`config.mk`:
```
export PLATFORM = sky130hd
export DESIGN_NAME = fifo_wr_arbiter_flat
export DESIGN_NICKNAME = d
export VERILOG_FILES = /design/src/rtl/fifo_arb_pkg.sv /design/src/rtl/fifo_wr_arbiter_if.sv /design/src/rtl/fifo_wr_arbiter_rr_pick.sv /design/src/rtl/fifo_wr_arbiter.sv /design/src/flat_wrapper.sv
export SDC_FILE = /design/constraint.sdc
export NUM_CORES = 1
export LEC_CHECK = 0
export BUFFER_PORTS_ARGS = -buffer_cell sky130_fd_sc_hd__buf_2
export CAP_MARGIN = 20
export CORE_MARGIN = 2
export CORE_UTILIZATION = 40
export DETAILED_ROUTE_END_ITERATION = 10
export HOLD_SLACK_MARGIN = 0.02
export MAX_ROUTING_LAYER = met4
export PLACE_DENSITY = 0.74
export REMOVE_ABC_BUFFERS = 1
export SLEW_MARGIN = 20
export SYNTH_ARGS = -nofsm -noshare
export SYNTH_HDL_FRONTEND = slang
export SYNTH_HIERARCHICAL = 1
export SYNTH_SLANG_ARGS = --single-unit
export TNS_END_PERCENT = 5
```
`constraint.sdc`:
```
create_clock -name clk -period 1.9 [get_ports clk]
set_input_delay 0.38 -clock clk [delete_from_list [all_inputs] [get_ports clk]]
set_output_delay 0.38 -clock clk [all_outputs]
set_load 0.05 [all_outputs]
```
`src/rtl/fifo_arb_pkg.sv`:
```
// +----------------------------------------------------------------------+
// | fifo_arb_pkg : shared types and constants for fifo_wr_arbiter         |
// | Revision     : 1.0                                                   |
// +----------------------------------------------------------------------+
`default_nettype none

package fifo_arb_pkg;

  typedef enum logic [0:0] {
    ARB_IDLE = 1'b0,
    ARB_LOCK = 1'b1
  } arb_state_t;

  localparam int STATS_W = 16;

endpackage

`default_nettype wire

```
`src/rtl/fifo_wr_arbiter_if.sv`:
```
// +----------------------------------------------------------------------+
// | fifo_wr_arbiter_if : producer and FIFO write-port bundle              |
// | Optional stall_cycles port with FIFO_ARB_STATS_EN. Revision: 1.0      |
// +----------------------------------------------------------------------+
`default_nettype none

interface fifo_wr_arbiter_if
  import fifo_arb_pkg::*;
#(
  parameter int NUM_REQ = 4,
  parameter int WIDTH   = 8,
  parameter int ID_W    = $clog2(NUM_REQ)
);

  logic [NUM_REQ-1:0]       req_valid;
  logic [NUM_REQ*WIDTH-1:0] req_data;
  logic [NUM_REQ-1:0]       req_ready;
  logic                     fifo_full;
  logic                     fifo_wr_en;
  logic [WIDTH-1:0]         fifo_din;
  logic [ID_W-1:0]          grant_id;
  logic                     busy;
`ifdef FIFO_ARB_STATS_EN
  logic [STATS_W-1:0]       stall_cycles;
`endif

  modport master (
    output req_valid, req_data, fifo_full,
    input  req_ready, fifo_wr_en, fifo_din, grant_id, busy
`ifdef FIFO_ARB_STATS_EN
    , input stall_cycles
`endif
  );

  modport slave (
    input  req_valid, req_data, fifo_full,
    output req_ready, fifo_wr_en, fifo_din, grant_id, busy
`ifdef FIFO_ARB_STATS_EN
    , output stall_cycles
`endif
  );

endinterface

`default_nettype wire

```
`src/rtl/fifo_wr_arbiter_rr_pick.sv`:
```
// +----------------------------------------------------------------------+
// | rr_pick : combinational round-robin search starting at ptr            |
// | Revision : 1.0                                                       |
// +----------------------------------------------------------------------+
`default_nettype none

module rr_pick #(
  parameter int NUM_REQ = 4,
  parameter int ID_W    = $clog2(NUM_REQ)
) (
  input  logic [NUM_REQ-1:0] req,
  input  logic [ID_W-1:0]    ptr,
  output logic [ID_W-1:0]    pick,
  output logic               any
);

  logic [NUM_REQ-1:0] w_rot;
  int                 w_off;
  int                 w_sum;

  // Rotate so that bit 0 is the ptr position, encode lowest set, then unrotate.
  always_comb begin
    w_rot = '0;
    for (int i = 0; i < NUM_REQ; i++) begin
      int idx;
      idx = i + int'(ptr);
      if (idx >= NUM_REQ) idx = idx - NUM_REQ;
      w_rot[i] = req[idx];
    end
  end

  always_comb begin
    w_off = 0;
    for (int i = NUM_REQ - 1; i >= 0; i--) begin
      if (w_rot[i]) w_off = i;
    end
  end

  always_comb begin
    w_sum = int'(ptr) + w_off;
    if (w_sum >= NUM_REQ) w_sum = w_sum - NUM_REQ;
  end

  assign pick = ID_W'(w_sum);
  assign any  = |req;

endmodule

`default_nettype wire

```
`src/rtl/fifo_wr_arbiter.sv`:
```
// +----------------------------------------------------------------------+
// | fifo_wr_arbiter : round-robin burst-locking arbiter for a FIFO write  |
// | port. FIFO_ARB_STATS_EN adds a saturating stall counter. Rev: 1.0     |
// +----------------------------------------------------------------------+
`default_nettype none

module fifo_wr_arbiter
  import fifo_arb_pkg::*;
#(
  parameter int NUM_REQ = 4,
  parameter int WIDTH   = 8,
  parameter int BURST   = 4,
  parameter int ID_W    = $clog2(NUM_REQ)
) (
  input  logic              clk,
  input  logic              rst_n,
  fifo_wr_arbiter_if.slave  bus
);

  localparam int CNT_W = $clog2(BURST + 1);

  arb_state_t         r_state;
  logic [ID_W-1:0]    r_owner;
  logic [ID_W-1:0]    r_rr_ptr;
  logic [CNT_W-1:0]   r_beat_cnt;

  logic [ID_W-1:0]    w_pick;
  logic               w_any;
  logic               w_lock;
  logic               w_owner_valid;
  logic               w_xfer;
  logic               w_last_beat;
  logic [ID_W-1:0]    w_next_ptr;

  rr_pick #(
    .NUM_REQ (NUM_REQ),
    .ID_W    (ID_W)
  ) u_rr_pick (
    .req  (bus.req_valid),
    .ptr  (r_rr_ptr),
    .pick (w_pick),
    .any  (w_any)
  );

  assign w_lock        = (r_state == ARB_LOCK);
  assign w_owner_valid = bus.req_valid[r_owner];
  assign w_xfer        = w_lock && w_owner_valid && !bus.fifo_full;
  assign w_last_beat   = (r_beat_cnt == CNT_W'(BURST - 1));
  assign w_next_ptr    = (r_owner == ID_W'(NUM_REQ - 1)) ? '0 : r_owner + 1'b1;

  assign bus.req_ready  = w_xfer ? (NUM_REQ'(1) << r_owner) : '0;
  assign bus.fifo_wr_en = w_xfer;
  assign bus.fifo_din   = w_xfer ? bus.req_data[int'(r_owner)*WIDTH +: WIDTH] : '0;
  assign bus.busy       = w_lock;
  assign bus.grant_id   = r_owner;

  always_ff @(posedge clk or negedge rst_n) begin
    if (!rst_n) begin
      r_state    <= ARB_IDLE;
      r_owner    <= '0;
      r_rr_ptr   <= '0;
      r_beat_cnt <= '0;
    end else begin
      case (r_state)
        ARB_IDLE: begin
          if (w_any) begin
            r_owner    <= w_pick;
            r_beat_cnt <= '0;
            r_state    <= ARB_LOCK;
          end
        end
        ARB_LOCK: begin
          // Dropping valid forfeits the rest of the burst.
          if (!w_owner_valid) begin
            r_state  <= ARB_IDLE;
            r_rr_ptr <= w_next_ptr;
          end else if (!bus.fifo_full) begin
            r_beat_cnt <= r_beat_cnt + 1'b1;
            if (w_last_beat) begin
              r_state  <= ARB_IDLE;
              r_rr_ptr <= w_next_ptr;
            end
          end
        end
        default: r_state <= ARB_IDLE;
      endcase
    end
  end

`ifdef FIFO_ARB_STATS_EN
  logic [STATS_W-1:0] r_stall_cycles;

  always_ff @(posedge clk or negedge rst_n) begin
    if (!rst_n) begin
      r_stall_cycles <= '0;
    end else if (w_lock && w_owner_valid && bus.fifo_full && (r_stall_cycles != '1)) begin
      r_stall_cycles <= r_stall_cycles + 1'b1;
    end
  end

  assign bus.stall_cycles = r_stall_cycles;
`endif

endmodule

`default_nettype wire

```
`src/flat_wrapper.sv`:
```
// flat-port wrapper written by rule: the top's interface ports become plain ports
module fifo_wr_arbiter_flat import fifo_arb_pkg::*;
#(
  parameter int NUM_REQ = 4,
  parameter int WIDTH   = 8,
  parameter int BURST   = 4,
  parameter int ID_W    = $clog2(NUM_REQ)
)
  (clk, rst_n, bus_req_valid, bus_req_data, bus_fifo_full, bus_req_ready, bus_fifo_wr_en, bus_fifo_din, bus_grant_id, bus_busy);
  fifo_wr_arbiter_if #(.NUM_REQ(NUM_REQ), .WIDTH(WIDTH), .ID_W(ID_W)) bus_i ();
  input  logic clk;
  input  logic rst_n;
  input wire logic [$bits(bus_i.req_valid)-1:0] bus_req_valid;
  input wire logic [$bits(bus_i.req_data)-1:0] bus_req_data;
  input wire logic [$bits(bus_i.fifo_full)-1:0] bus_fifo_full;
  output wire logic [$bits(bus_i.req_ready)-1:0] bus_req_ready;
  output wire logic [$bits(bus_i.fifo_wr_en)-1:0] bus_fifo_wr_en;
  output wire logic [$bits(bus_i.fifo_din)-1:0] bus_fifo_din;
  output wire logic [$bits(bus_i.grant_id)-1:0] bus_grant_id;
  output wire logic [$bits(bus_i.busy)-1:0] bus_busy;
  assign bus_i.req_valid = bus_req_valid;
  assign bus_i.req_data = bus_req_data;
  assign bus_i.fifo_full = bus_fifo_full;
  assign bus_req_ready = bus_i.req_ready;
  assign bus_fifo_wr_en = bus_i.fifo_wr_en;
  assign bus_fifo_din = bus_i.fifo_din;
  assign bus_grant_id = bus_i.grant_id;
  assign bus_busy = bus_i.busy;
  fifo_wr_arbiter #(.NUM_REQ(NUM_REQ), .WIDTH(WIDTH), .BURST(BURST), .ID_W(ID_W)) u_core (.clk(clk), .rst_n(rst_n), .bus(bus_i));
endmodule
```
==> metrics.md, run 1 <==
| Metric | Value |
|---|---|
| Outcome | `complete, but fails checks` |
| Failing checks | `setup timing` |
| Clock Sinks | `8` |
| Fin. max-slew vios | `0` |
| Total wire length | `2880 microns` |
| Vias post-DR | `1063` |
| Yosys Warn Count | `6` |
| TritonCTS clock tree | `built` |
| Crit path cell chain | `mux4_2 -> buf_6 -> and3_4 -> buf_8` |
| Total gr overflow | `0` |
| Max Buffers Root-to-Sink | `2` |
| Synth top cells by count | `and3_1 (12), mux4_2 (9), nand2_1 (9)` |
| DRT antenna net count | `0` |
| Die X | `52.6 microns` |
| Crit-path slowest cell | `mux4_2` |
| Initial Utilization | `0.427` |
| Setup Crit Path Kind | `reg2out` |
| CP Data Arrival Time | `1.68 ns` |
| CP Buf/Inv Count | `2` |
| Share of cells above drive strength 1 | `0.613` |
| Mapped cell area | `945 sq um` |
| Placed Cells incl. Taps | `187` |
| Skew final | `0.00168 ns` |
| DIE HEIGHT | `52.6 microns` |
| DPL Wire Length | `2070 microns` |
| CTS clk-pin slew, worst paths | `0.06 ns` |
| Root Driver | `clkbuf_4` |
| CP Capture Type | `output port` |
| Largest net degree at the start of global routing | `14` |
| DRC viols | `0` |
| Die area | `0.00277 sq mm` |
| Max Clk Rate | `0.485 GHz` |
| Register Area | `201 sq um` |
| Critical path depth in cells | `4` |
| Static leakage | `0.000754 uW` |
| Asr flop ratio synth | `1.00` |
| Pre-antenna DRT Iters | `4` |
| WL/cell | `14.7 microns` |
| Worst path required time | `1.52 ns` |
| VDD IR max | `0.800 mV` |
| Fillers | `180` |
| Rows | `17` |
| Initial antenna violation count | `0` |
| Fin nets | `216` |
| RSZ-0062 raised after global routing | `true` |
| Total track usage | `0.237` |
| Synthesis-stage register bit count | `8` |
| Footprint of the multi-input gates | `747 sq um` |
| Core footprint | `0.00221 sq mm` |
| Max_cap viols | `0` |
| Area after DPL | `0.00131 sq mm` |
| GP Congestion | `0.858` |
| Pwr/cell area | `1410 mW/mm^2` |
| Clk Latency, worst-skew pair | `0.26 ns` |
| EDFF count, synth | `0` |
| Post-Syn Area per Cell | `9.54 sq um` |
| Crit path time final | `2.06 ns` |
| Worst-Margin Slew | `0.473 ns` |
| I/O pins | `55` |
| Htree depth | `1` |
| Num CTS Buffers | `3` |
| Post-Syn Instances | `99` |
| DRT iter0 DRCs | `12` |
| Register area share after synthesis | `0.212` |
| First-pass GRT wire length | `4710 microns` |
| Hold Vio Cnt, Final | `0` |
| Number of global-route vias before repair | `1134` |
| Area delta synth->final | `65.0%` |
| Crit-path leading delay family | `multiplexers` |
| # diodes | `0` |
| Dominant cell type by area after synthesis | `mux4_2` |
| Via density | `5.42` |
| Synth top area share | `0.215` |
| Tcrit/Tclk final | `1.08` |
| Worst-path fanout max | `8` |
| Max-slew headroom | `0.684` |
| R2R depth | `6` |
| Largest cells by area after synthesis | `mux4_2 (21%), dfrtp_1 (21%), ha_1 (9.3%)` |
| Final worst setup slack | `-0.161 ns` |
| Crit start category | `flip-flop` |
| # port buffers | `54` |
| Synth cell types | `35` |
| Hold Path Class | `in2async` |
| Fin cells | `196` |
| Max stage delay on crit path | `0.54 ns` |
| Setup Viol. Count Final | `13` |
| Final instance area | `0.00156 sq mm` |
| Synth Flop Type | `dfrtp_1` |
| Most frequent cell after synthesis | `and3_1` |
## cells by family after synthesis
group                    after synthesis  share of synthesized area
AO/OA/AOI/OAI                         18                      0.140
adder cells (fa/ha/maj)                7                     0.0927
buffers and inverters                 13                     0.0622
AND/OR/NAND/NOR                       39                      0.221
multiplexers                          12                      0.253
flip-flops                             8                      0.212
XOR/XNOR                               2                     0.0185
## routing by layer
layer / vias up / global-route usage / part of all wire
li1: 511 / - / -
met1: 514 / 0.272 / 0.40
met2: 32 / 0.427 / 0.55
met3: 6 / 0.0314 / 0.034
met4: 0 / 0.0726 / 0.016
met5: - / - / 0
## state kept, by name, summed over array words and instances (netlist names)
register	cells
u_core/r_rr_ptr	2
u_core/r_beat_cnt	3
u_core/bus.grant_id	2
u_core/bus.busy	1
## report_power, final
part	switching (uW)	leakage, uW	internal (uW)	total, uW
registers	98.0	0.0000994	247	345
clock network	67.9	0.0000138	73.0	141
logic	875	0.000641	836	1710
total	1040	0.000754	1160	2200
## timing repair
action                     CTS  global route
hold endpoints to repair     8             0
hold buffers                 1             0
gates resized for setup     45             6
pin swaps                    4             0
gates cloned                 0             0
setup endpoints to repair   13            15
setup buffers                5             0
## worst reg2reg max path: cells and delay by family (launching register included)
| kind | cells | cell delay [ns] |
|---|---|---|
| mux | 1 | 0.54 |
| flops | 1 | 0.42 |
| buf+inv | 3 | 0.41 |
| compound gates | 2 | 0.40 |
## per-stage QoR
stage           util  total power [uW]  hold WS, ns  setup TNS [ns]  setup WS, ns
6_report       0.705              2200        0.495           -2.00        -0.161
5_1_grt        0.705              2340        0.516           -2.50        -0.197
4_1_cts        0.692              2140        0.490           -1.99        -0.158
3_5_place_dp   0.593              1730        0.239         -0.0253       -0.0224
3_3_place_gp   0.593              1690        0.229               0        0.0147
2_1_floorplan      -              1320       0.0844           -9.12        -0.557
## layout make-up
class                   count  share of cell area
multi-input cells          78               0.479
repair buffers             73               0.340
flip-flops and latches      8               0.129
well taps                  28              0.0225
clock buffers               3              0.0144
inverters                   6              0.0144
## cell usage in the layout (no fill, tap or decap), types with 2 or more instances in the layout
| cell | Yosys | routed |
|---|---|---|
| buf_2 | 2 | 41 |
| buf_6 | 1 | 14 |
| buf_4 | 0 | 13 |
| and3_4 | 0 | 11 |
| mux4_2 | 9 | 9 |
| nand2_1 | 9 | 9 |
| ha_1 | 7 | 7 |
| dfrtp_1 | 8 | 7 |
| inv_1 | 6 | 6 |
| nor2_1 | 5 | 5 |
| buf_8 | 0 | 4 |
| nor2b_1 | 4 | 4 |
| clkbuf_4 | 0 | 3 |
| a21oi_1 | 3 | 3 |
| nand4_1 | 2 | 2 |
| o21ai_0 | 2 | 2 |
| o211ai_1 | 2 | 2 |
| o22ai_1 | 2 | 2 |
| xnor2_1 | 2 | 2 |
## worst paths after layout
path / startpoint / to / slack (ns)
hold / removal: rst_n / u_core/r_beat_cnt[2] / 0.49
setup / recovery: u_core/bus.grant_id[0] / bus_req_ready[1] / -0.16
min in group clk: bus_fifo_full / u_core/r_beat_cnt[2] / 0.50
max in group asynchronous: rst_n / u_core/bus.grant_id[0] / 1.22
setup reg to reg: u_core/bus.grant_id[0] / u_core/r_beat_cnt[0] / 0.02
hold reg to reg: u_core/r_beat_cnt[1] / u_core/r_beat_cnt[1] / 0.54
Power figures use the tool's default switching activity.
==> inputs of run 2 (changes only) <==
--- a/config.mk
+++ b/config.mk
@@ -14,6 +14,7 @@
 export MAX_ROUTING_LAYER = met4
 export PLACE_DENSITY = 0.74
 export REMOVE_ABC_BUFFERS = 1
+export SETUP_SLACK_MARGIN = 0.1
 export SLEW_MARGIN = 20
 export SYNTH_ARGS = -nofsm -noshare
 export SYNTH_HDL_FRONTEND = slang
==> metrics.md, run 2 (synthesis results as in run 1) <==
| Metric | Value |
|---|---|
| Outcome | `complete, but fails checks` |
| Failing checks | `setup timing` |
| Seq pwr share | `0.155` |
| # port buffers | `54` |
| CP Capture Type | `output port` |
| R2R depth | `6` |
| Root Driver | `clkbuf_4` |
| R2R setup slack | `0.04 ns` |
| RSZ-0062 raised after global routing | `true` |
| Most frequent cells in the layout | `buf_2 (41), buf_6 (14), buf_4 (13), and3_4 (11)` |
| CP Data Arrival Time | `1.69 ns` |
| Final worst setup slack | `-0.166 ns` |
| Max FFs per register | `3` |
| Crit start category | `flip-flop` |
| Initial antenna violation count | `0` |
| DRT antenna net count | `0` |
| Max_cap viols | `0` |
| Initial Utilization | `0.427` |
| Crit-path slowest cell | `mux4_2` |
| Most common cell after layout, fill and taps aside | `buf_2` |
| Max stage delay on crit path | `0.54 ns` |
| Worst slack at placement | `-0.0224 ns` |
| Pwr Total | `2280 uW` |
| Clock network fraction of total power | `0.062` |
| WL/cell | `15.2 microns` |
| TritonCTS clock tree | `built` |
| Max-slew headroom | `0.668` |
| Internal | `1200 uW` |
| Max Buffers Root-to-Sink | `2` |
| Largest net degree at the start of global routing | `14` |
| Critical Path End | `bus_req_ready[1]` |
| GP Congestion | `0.858` |
| Share of cells above drive strength 1 | `0.631` |
| Clock Sinks | `8` |
| I/O pins | `55` |
| Setup Viol. Count Final | `13` |
| Die X | `52.6 microns` |
| VDD IR max | `0.806 mV` |
| Crit path time final | `2.07 ns` |
| Setup Crit Path Kind | `reg2out` |
| Total gr overflow | `0` |
| DIE HEIGHT | `52.6 microns` |
| Hold Vio Cnt, Final | `0` |
| Vias post-DR | `1055` |
| Crit path cell chain | `mux4_2 -> buf_6 -> and3_4 -> buf_8` |
| Max Clk Rate | `0.484 GHz` |
| Fin. max-slew vios | `0` |
| Clk Latency, worst-skew pair | `0.26 ns` |
| Fin cells | `196` |
| DRC viols | `0` |
| Tcrit/Tclk final | `1.09` |
| Psw | `1080 uW` |
| Worst-Margin Slew | `0.497 ns` |
| Number of global-route vias before repair | `1119` |
| Reg-to-Reg End | `u_core/r_beat_cnt[0]` |
| # diodes | `0` |
| Crit Reg-Reg Startpoint | `u_core/bus.grant_id[0]` |
| Area delta synth->final | `67.4%` |
| Via density | `5.38` |
| Sw Share | `0.473` |
| Die area | `0.00277 sq mm` |
| DPL Wire Length | `2070 microns` |
| Worst setup startpoint | `u_core/bus.grant_id[0]` |
| Worst-path fanout max | `8` |
| DRT iter0 DRCs | `18` |
| Core footprint | `0.00221 sq mm` |
| First-pass GRT wire length | `4710 microns` |
| Pwr/cell area | `1440 mW/mm^2` |
| CTS clk-pin slew, worst paths | `0.06 ns` |
| Skew final | `0.00347 ns` |
| Hold Path Class | `in2async` |
| Placed Cells incl. Taps | `187` |
| Most flops, register | `u_core/r_beat_cnt` |
| Total track usage | `0.236` |
| Worst path required time | `1.52 ns` |
| Fin nets | `216` |
| Total wire length | `2980 microns` |
| Htree depth | `1` |
| Comb power frac | `0.783` |
| Rows | `17` |
| Static leakage | `0.000769 uW` |
| Num CTS Buffers | `3` |
| Pre-antenna DRT Iters | `4` |
[run 2: cell counts in the layout (fill, tap and decap cells not counted)]
No cell type changed its count.
[run 2: worst min path at each step]
stage                      from                   end  slack, ns
after floorplan           rst_n       u_core/bus.busy       0.08
after global placement    rst_n  u_core/r_beat_cnt[1]       0.23
after detailed placement  rst_n  u_core/r_beat_cnt[0]       0.24
after CTS                 rst_n       u_core/bus.busy       0.49
after global routing      rst_n  u_core/r_beat_cnt[0]       0.52
final                     rst_n  u_core/r_beat_cnt[2]       0.49
[run 2: repair_timing]
action | in CTS | in global routing
gates resized for setup | 48 | 8
pin swaps | 6 | 2
buffers inserted | 5 | 0
hold endpoints to repair | 8 | 0
hold buffers | 1 | 0
endpoints found under the setup margin | 15 | 17
[run 2: critical path: cells and delay by family, from the launching register on]
kind	cells	cell delay (ns)
muxes	1	0.54
DFF	1	0.42
buffers and inverters	2	0.30
and+or+nand+nor	1	0.15
[run 2: power groups by stage]
stage	logic [uW]	clock network [uW]	registers, uW
after global placement	1360	0	335
after global routing	1910	150	365
after floorplan	803	0	514
after CTS	1680	146	345
final	1790	143	353
after detailed placement	1390	0	341
[run 2: per-stage QoR]
stage	instance area, sq um	hold slack (ns)	util	TNS, ns
final	1580	0.491	0.715	-2.07
after global routing	1580	0.516	0.715	-2.45
after CTS	1540	0.490	0.697	-1.99
after detailed placement	1310	0.239	0.593	-0.0253
after global placement	1310	0.229	0.593	0
after floorplan	908	0.0844	-	-9.12
[run 2: metal layers]
layer  vias up  routed length [microns]  track usage
met5         -                        0            -
li1        510                        -            -
met3         6                      115       0.0286
met4         0                       46       0.0598
met1       510                     1170        0.270
met2        29                     1640        0.433
[run 2: final cells by class]
cell class	instances	area (sq um)
Sequential cell	8	203
Multi-Input combinational cell	78	768
Inverter	6	22.5
Fill cell	175	631
Timing Repair Buffer	73	531
Tap cell	28	35.0
Clock buffer	3	22.5
